--- src/rtl/ps2_kb_cmd_sequencer.sv ---
// Host-to-keyboard command sequencer for the PS/2 port: arbitrates LED/reset requests and handles ACK, RESEND and BAT.
// Optional typematic requester (cmd 0xF3) is enabled by defining PS2_TYPEMATIC_EN.
module ps2_kb_cmd_sequencer #(
  parameter logic [23:0] ACK_TIMEOUT = 24'd1_000_000,
  parameter logic [27:0] BAT_TIMEOUT = 28'd50_000_000,
  parameter int          MAX_RETRY   = 2
) (
  input  logic       clock,
  input  logic       reset,
  input  logic       led_req,
  input  logic [2:0] led_state,
  input  logic       kbd_reset_req,
`ifdef PS2_TYPEMATIC_EN
  input  logic       typ_req,
  input  logic [7:0] typ_rate,
`endif
  output logic       tx_start,
  output logic [7:0] tx_data,
  input  logic       tx_done,
  input  logic       tx_error,
  input  logic       rx_valid,
  input  logic [7:0] rx_data,
  output logic       fwd_valid,
  output logic [7:0] fwd_data,
  output logic       cmd_busy,
  output logic       cmd_error,
  output logic [2:0] led_current
);

  localparam logic [7:0] KB_ACK    = 8'hFA;
  localparam logic [7:0] KB_RESEND = 8'hFE;
  localparam logic [7:0] KB_BAT_OK = 8'hAA;
  localparam logic [7:0] KB_BAT_NG = 8'hFC;

  typedef enum logic [2:0] {IDLE, TX_CMD, WAIT_TX, WAIT_ACK, TX_ARG, WAIT_BAT} state_t;
  typedef enum logic [1:0] {REQ_LED, REQ_RST, REQ_TYP} req_t;

  state_t      state, state_n;
  req_t        req_kind, kind_n;
  logic        arg_phase, phase_n;
  logic [7:0]  arg_byte, arg_n;
  logic [1:0]  retry_cnt, retry_n;
  logic [27:0] timer, timer_n;
  logic [2:0]  led_cur_n;
  logic        err_n, retry_go, consumed;
  logic        led_pend, rst_pend, clr_led, clr_rst;
  logic [2:0]  led_latch;
`ifdef PS2_TYPEMATIC_EN
  logic        typ_pend, clr_typ;
  logic [7:0]  typ_latch;
`endif

  always_comb begin
    state_n   = state;
    kind_n    = req_kind;
    phase_n   = arg_phase;
    arg_n     = arg_byte;
    retry_n   = retry_cnt;
    timer_n   = timer;
    led_cur_n = led_current;
    err_n     = 1'b0;
    retry_go  = 1'b0;
    clr_led   = 1'b0;
    clr_rst   = 1'b0;
`ifdef PS2_TYPEMATIC_EN
    clr_typ   = 1'b0;
`endif
    consumed  = 1'b0;
    case (state)
      IDLE: begin
        phase_n = 1'b0;
        retry_n = 2'd0;
        timer_n = 28'd0;
        if (rst_pend) begin
          kind_n  = REQ_RST;
          clr_rst = 1'b1;
          state_n = TX_CMD;
        end else if (led_pend) begin
          kind_n  = REQ_LED;
          arg_n   = {5'b0, led_latch};
          clr_led = 1'b1;
          state_n = TX_CMD;
        end
`ifdef PS2_TYPEMATIC_EN
        else if (typ_pend) begin
          kind_n  = REQ_TYP;
          arg_n   = typ_latch & 8'h7F;
          clr_typ = 1'b1;
          state_n = TX_CMD;
        end
`endif
      end
      TX_CMD, TX_ARG: state_n = WAIT_TX;
      WAIT_TX: begin
        if (tx_error) retry_go = 1'b1;
        else if (tx_done) begin
          state_n = WAIT_ACK;
          timer_n = 28'd0;
        end
      end
      WAIT_ACK: begin
        timer_n  = timer + 28'd1;
        consumed = rx_data == KB_ACK || rx_data == KB_RESEND;
        if (rx_valid && rx_data == KB_ACK) begin
          if (req_kind == REQ_RST) begin
            state_n = WAIT_BAT;
            timer_n = 28'd0;
          end else if (!arg_phase) begin
            state_n = TX_ARG;
            phase_n = 1'b1;
            retry_n = 2'd0;
          end else begin
            state_n = IDLE;
            if (req_kind == REQ_LED) led_cur_n = arg_byte[2:0];
          end
        end else if (rx_valid && rx_data == KB_RESEND) retry_go = 1'b1;
        else if (!rx_valid && timer >= ({4'd0, ACK_TIMEOUT} - 28'd1)) retry_go = 1'b1;
      end
      WAIT_BAT: begin
        timer_n  = timer + 28'd1;
        consumed = rx_data == KB_BAT_OK || rx_data == KB_BAT_NG;
        if (rx_valid && rx_data == KB_BAT_OK) begin
          state_n   = IDLE;
          led_cur_n = 3'b000;
        end else if ((rx_valid && rx_data == KB_BAT_NG) ||
                     (!rx_valid && timer >= (BAT_TIMEOUT - 28'd1))) begin
          state_n = IDLE;
          err_n   = 1'b1;
        end
      end
      default: state_n = IDLE;
    endcase
    // A failed byte is re-sent from the same phase until the retry budget runs out
    if (retry_go) begin
      if (int'(retry_cnt) < MAX_RETRY) begin
        retry_n = retry_cnt + 2'd1;
        state_n = arg_phase ? TX_ARG : TX_CMD;
      end else begin
        err_n   = 1'b1;
        state_n = IDLE;
      end
    end
  end

  always_comb begin
    tx_start = 1'b0;
    tx_data  = 8'h00;
    if (state == TX_CMD) begin
      tx_start = 1'b1;
      case (req_kind)
        REQ_RST: tx_data = 8'hFF;
        REQ_TYP: tx_data = 8'hF3;
        default: tx_data = 8'hED;
      endcase
    end else if (state == TX_ARG) begin
      tx_start = 1'b1;
      tx_data  = arg_byte;
    end
  end

  always_ff @(posedge clock or posedge reset) begin
    if (reset) begin
      state       <= IDLE;
      req_kind    <= REQ_LED;
      arg_phase   <= 1'b0;
      arg_byte    <= 8'h00;
      retry_cnt   <= 2'd0;
      timer       <= 28'd0;
      led_current <= 3'b000;
      cmd_error   <= 1'b0;
      cmd_busy    <= 1'b0;
      fwd_valid   <= 1'b0;
      fwd_data    <= 8'h00;
    end else begin
      state       <= state_n;
      req_kind    <= kind_n;
      arg_phase   <= phase_n;
      arg_byte    <= arg_n;
      retry_cnt   <= retry_n;
      timer       <= timer_n;
      led_current <= led_cur_n;
      cmd_error   <= err_n;
      cmd_busy    <= (state_n != IDLE);
      fwd_valid   <= rx_valid && !consumed;
      if (rx_valid && !consumed) fwd_data <= rx_data;
    end
  end

  // A request arriving in the grant cycle wins over the clear, so it is not lost
  always_ff @(posedge clock or posedge reset) begin
    if (reset) begin
      led_pend  <= 1'b0;
      rst_pend  <= 1'b0;
      led_latch <= 3'b000;
    end else begin
      if (led_req) begin
        led_pend  <= 1'b1;
        led_latch <= led_state;
      end else if (clr_led) led_pend <= 1'b0;
      if (kbd_reset_req) rst_pend <= 1'b1;
      else if (clr_rst) rst_pend <= 1'b0;
    end
  end

`ifdef PS2_TYPEMATIC_EN
  always_ff @(posedge clock or posedge reset) begin
    if (reset) begin
      typ_pend  <= 1'b0;
      typ_latch <= 8'h00;
    end else if (typ_req) begin
      typ_pend  <= 1'b1;
      typ_latch <= typ_rate;
    end else if (clr_typ) typ_pend <= 1'b0;
  end
`endif

endmodule

--- config.mk ---
export PLATFORM = sky130hd
export DESIGN_NAME = ps2_kb_cmd_sequencer
export DESIGN_NICKNAME = d
export VERILOG_FILES = /design/src/rtl/ps2_kb_cmd_sequencer.sv
export SDC_FILE = /design/constraint.sdc
export NUM_CORES = 1
export LEC_CHECK = 0
export BUFFER_PORTS_ARGS = -buffer_cell sky130_fd_sc_hd__buf_2
export CORE_AREA = 2 2 76 78
export DETAILED_ROUTE_END_ITERATION = 6
export DIE_AREA = 0 0 78 80
export PLACE_DENSITY_LB_ADDON = 0.3
export REMOVE_ABC_BUFFERS = 1
export SLEW_MARGIN = 20
export SYNTH_ARGS = -nofsm -noshare
export SYNTH_HDL_FRONTEND = slang
export SYNTH_SLANG_ARGS = --single-unit
--- constraint.sdc ---
create_clock -name clock -period 5.6 [get_ports clock]
set_input_delay 1.68 -clock clock [delete_from_list [all_inputs] [get_ports clock]]
set_output_delay 1.68 -clock clock [all_outputs]
set_load 0.05 [all_outputs]
# Word-level counts from Yosys, hierarchy flattened
# Index checks and enable logic that the tools add are counted.
dict set report totals {
  latchBits 0
  in_bits 18
  elab_cells 125
  mem_bits_rw 0
  ff_bits 58
  rom_bits 0
  mem_count 0
  out_inout_bits 23
}
dict set report classes {
  n_reduce_logical 27
  shifts 0
  div 0
  mul 0
  add_sub_neg 2
  eq_ne 18
  mux 60
  bitwise 1
  n_lt_le_gt_ge 3
}
# op count
set op_table {}
lappend op_table {{$mux 28} 4}
lappend op_table {{$pmux 28 s4} 1}
lappend op_table {{$mux 3} 18}
lappend op_table {{$eq 8x8->1 const B} 4}
lappend op_table {{$add 28x1->28 const B} 1}
lappend op_table {{$ge 28x20->1 const B} 1}
lappend op_table {{$ge 28x26->1 const B} 1}
lappend op_table {{$mux 1} 22}
lappend op_table {{$pmux 3 s5} 1}
lappend op_table {{$mux 2} 7}
lappend op_table {{$ne 2x2->1 const B} 7}
lappend op_table {{$pmux 5 s2} 1}
lappend op_table {{$reduce_bool 2->1} 5}
lappend op_table {{$reduce_and 3->1} 3}
lappend op_table {{$mux 8} 1}
lappend op_table {{$logic_and 1x1->1} 7}
lappend op_table {{$eq 3x2->1 const B} 2}
lappend op_table {{$eq 3x3->1 const B} 2}
lappend op_table {{$pmux 1 s2} 3}
lappend op_table {{$pmux 3 s2} 1}
lappend op_table {{$reduce_and 6->1} 1}
lappend op_table {{$pmux 2 s2} 1}
lappend op_table {{$reduce_bool 4->1} 1}
lappend op_table {{$eq 3x1->1 const B} 1}
lappend op_table {{12 further kinds} 15}

# Logic depth before layout (Yosys ltp)
dict set report logic_depth {
  word_depth 8
  ltp_mapped 7
}

# Worst setup path before layout
# OpenSTA, ideal clock, no wires.
dict set report synth_path {
  path_kind {register -> output}
  startpoint {reg state[1]}
  endpoint {out tx_data[4]}
  slack_ns 1.976
  path_stages_with_launch 3
  t_arrival_ns 1.944
  n_path_buf 0
  t_required_ns 3.920
  path_cell_list {dfrtp_1 -> nor3b_2 -> and2_1}
}
dict set report synth_via {
  elab_chain_cells 2
}
# item line_no
set synth_lines {}
lappend synth_lines {{from (decl)} 38} ;# state_t state, state_n;
lappend synth_lines {{from (signal assigned)} 175} ;# state <= state_n;
lappend synth_lines {{$eq 3x1->1} 148} ;# if (state == TX_CMD) begin
lappend synth_lines {{$mux 8} 148}
lappend synth_lines {{to (decl)} 18} ;# output logic [7:0] tx_data,
# No other way between the ends.

# Worst setup path in the final report
dict set report layout_path {
  startpoint {reg state[0]}
  endpoint {out tx_data[4]}
}
# The elaborated chain is that of the path after synthesis.

==> out/qor.yml <==
worstSetupPathType: "register to output pin"
drc: 0
startpoint_type: "register"
worst_path_largest_cell_delay_ps: 640
postCtsHoldBufs: 0
p_leak_nw: 1.64
areaGrowthSynthToFinish_pct: 15.0
routed_via_density: 6.50
totalWireLength_microns: 7990
finalMaxSlewViolations: 0
min_path_cells: 1
dr_wl_met2_microns: 3880
ioPinCount: 41
synth_warnings: 0
fill_cells: 420
ys_types: 76
grt-ovfl-total: 0
core-area_sq_um: 5410
drt-initial-drc-count: 263
grt_pass1_wl_microns: 13100
required_ps: 3920
stdcell_count: 454
skew_ps: 8.07
ff_latch_area_sq_um: 1430
final_common_cell: "dfrtp_1"
hp-start: "retry_cnt[0]$_DFF_PP0_"
fin_util_pct: 70.5
root_buffer: "clkbuf_8"
fp.dieW_microns: 78
cts_buffers: 9
portBuffers: 40
period_needed_ps: 3740
dpl.hpwl_microns: 5350
track_usage_pct: 27.1
ys_seq_area_share_pct: 43.1
antenna_left: 0
hold_end: "retry_cnt[0]$_DFF_PP0_"
reg2reg_depth: 5
rsz0062_at_grt: "false"
multi_input_area_sq_um: 1780
cpMaxStageDelayCell: "dfrtp_1"
pwr_density_cell_nw_per_um2: 483
die_area_sq_um: 6240
row_count: 27
crit_path_end_kind: "output pin"
path_cells: "nor3b_2 -> and2_1 -> buf_2"
worst_hold_slack_ps: 481
grt_max_degree: 58
worst_slack_ps: 1860
reg2reg_setup_slack_ps: 2700
finalPower_mw: 1.84
min_path_type: "register to register"
routed-wl-met3_microns: 516
start_util_pct: 61.3
pwr-share-seq_pct: 32.0
top_layer: "met4"
synth_cells: 338
maxCapViolCount: 0
finalSetupViolCount: 0
synthArstFlopShare_pct: 100
wl_per_cell_microns: 17.6
ctsResizeCount: 0
dpl-instance-area_sq_um: 3530
max_freq_ghz: 0.268
final_cell_area_sq_um: 3810
wl_met1_microns: 3440
fin_setup_tns_ps: 0
fin_crit_sh_pct: 66.7
switching_share_pct: 41.8
vdd.ir_drop.worst_uv: 304
crit_arrival_ps: 2060
synthFlopType: "dfrtp_1"
h-tree-depth: 3
drive_above_1_share_pct: 25.1
timing.rr.end: "timer[15]$_DFFE_PP0P_"
cts_sinks: 57
internal_power_mw: 1.07
p_comb_share_pct: 39.0
antenna_found_initial: 0
first_global_vias: 2751
nets: 396
p_switching_mw: 0.769
die_h_microns: 80
first_pass_iters: 5
place_inst: 438
status: "completed"
gp_congestion: 0.838
syn_area_sq_um: 3310
hold_viol: 0
clkLatencyLatePin_ps: 340
relSlewSlack_pct: 50.3
syn_area_per_cell_sq_um: 9.80
p_clk_share_pct: 29.0
cts_tree: "built"
clk_pin_slew_worst_paths_ps: 60
final_cell_mix: "dfrtp_1 (57), buf_2 (40), nand2_1 (29)"
antenna_cells: 0
worst_pin_slew_ps: 742
ctsLongestPathBuffers: 2
postCtsSetupRepairBufs: 0
cp_max_fo: 17
synth-seq-cells: 57
vias: 2952
synth_edf_count: 0
r2r-start: "state[1]$_DFF_PP0_"
pre_cts_ws_ps: 1690
[Yosys cell counts, types with 5 or more instances]
cell type	instances	area (sq um)
a21o_1	6	45.0
a21oi_1	24	120
a22o_1	6	52.6
a31oi_1	10	62.6
and3_1	5	31.3
dfrtp_1	57	1430
inv_1	9	33.8
mux2_2	14	158
mux2i_1	6	60.1
nand2_1	29	109
nand3_1	10	50.1
nor2_1	19	71.3
nor3_1	6	30.0
nor4_1	5	31.3
o21ai_0	19	95.1
or3_1	8	50.1
[worst max path at each step]
stage                                  start               endpoint  slack [ps]  depth (start not counted)
after floorplan           state[1]$_DFF_PP0_             tx_data[4]         150                          2
after global placement            rx_data[0]  timer[15]$_DFFE_PP0P_        1720                          6
after detailed placement          rx_data[0]  timer[15]$_DFFE_PP0P_        1690                          6
after CTS                 state[0]$_DFF_PP0_             tx_data[4]        1870                          3
after global routing      state[0]$_DFF_PP0_             tx_data[4]        1730                          3
final                     state[0]$_DFF_PP0_             tx_data[4]        1860                          3
[layout make-up]
cell class / instances / area share, %
Timing Repair Buffer: 41 / 5.45
Sequential cell: 57 / 37.4
Clock inverter: 5 / 3.28
Inverter: 9 / 0.887
Tap cell: 72 / 2.36
Multi-Input combinational cell: 259 / 46.6
Clock buffer: 11 / 3.97
[worst max-delay path, delay by kind of cell (launching register included)]
kind,cells,cell delay [ps]
buffers and inverters,1,260
flip-flops,1,640
AND/OR/NAND/NOR,2,830
[power groups by stage]
stage / Combinational [mW] / Sequential [mW] / Clock (mW)
2_1_floorplan: 0.482 / 0.632 / 0
3_3_place_gp: 0.680 / 0.587 / 0
3_5_place_dp: 0.698 / 0.590 / 0
4_1_cts: 0.710 / 0.585 / 0.533
5_1_grt: 0.773 / 0.600 / 0.554
6_report: 0.717 / 0.589 / 0.533
[state kept, by name, summed over array words and instances (netlist names), 2 cells and up]
signal / count
retry_cnt: 2
fwd_data: 8
timer: 28
led_latch: 3
arg_byte: 3
state: 3
led_current: 3
[layer usage]
| metal | vias up | track usage [%] |
|---|---|---|
| met3 | 19 | 5.32 |
| met5 | - | 0 |
| met2 | 121 | 43.2 |
| met1 | 1424 | 35.6 |
| li1 | 1388 | - |
| met4 | 0 | 13.0 |
[cells by family after synthesis]
| kind of cell | count (synthesis) | share of synthesized area [%] |
|---|---|---|
| and+or+nand+nor | 129 | 23.0 |
| AOI/OAI and AO/OA | 107 | 23.2 |
| DFF | 57 | 43.1 |
| buffers and inverters | 22 | 3.32 |
| muxes | 20 | 6.57 |
| xor gates and xnor gates | 2 | 0.529 |
| adders and majority gates | 1 | 0.378 |
(Power assumes the default switching activity.)
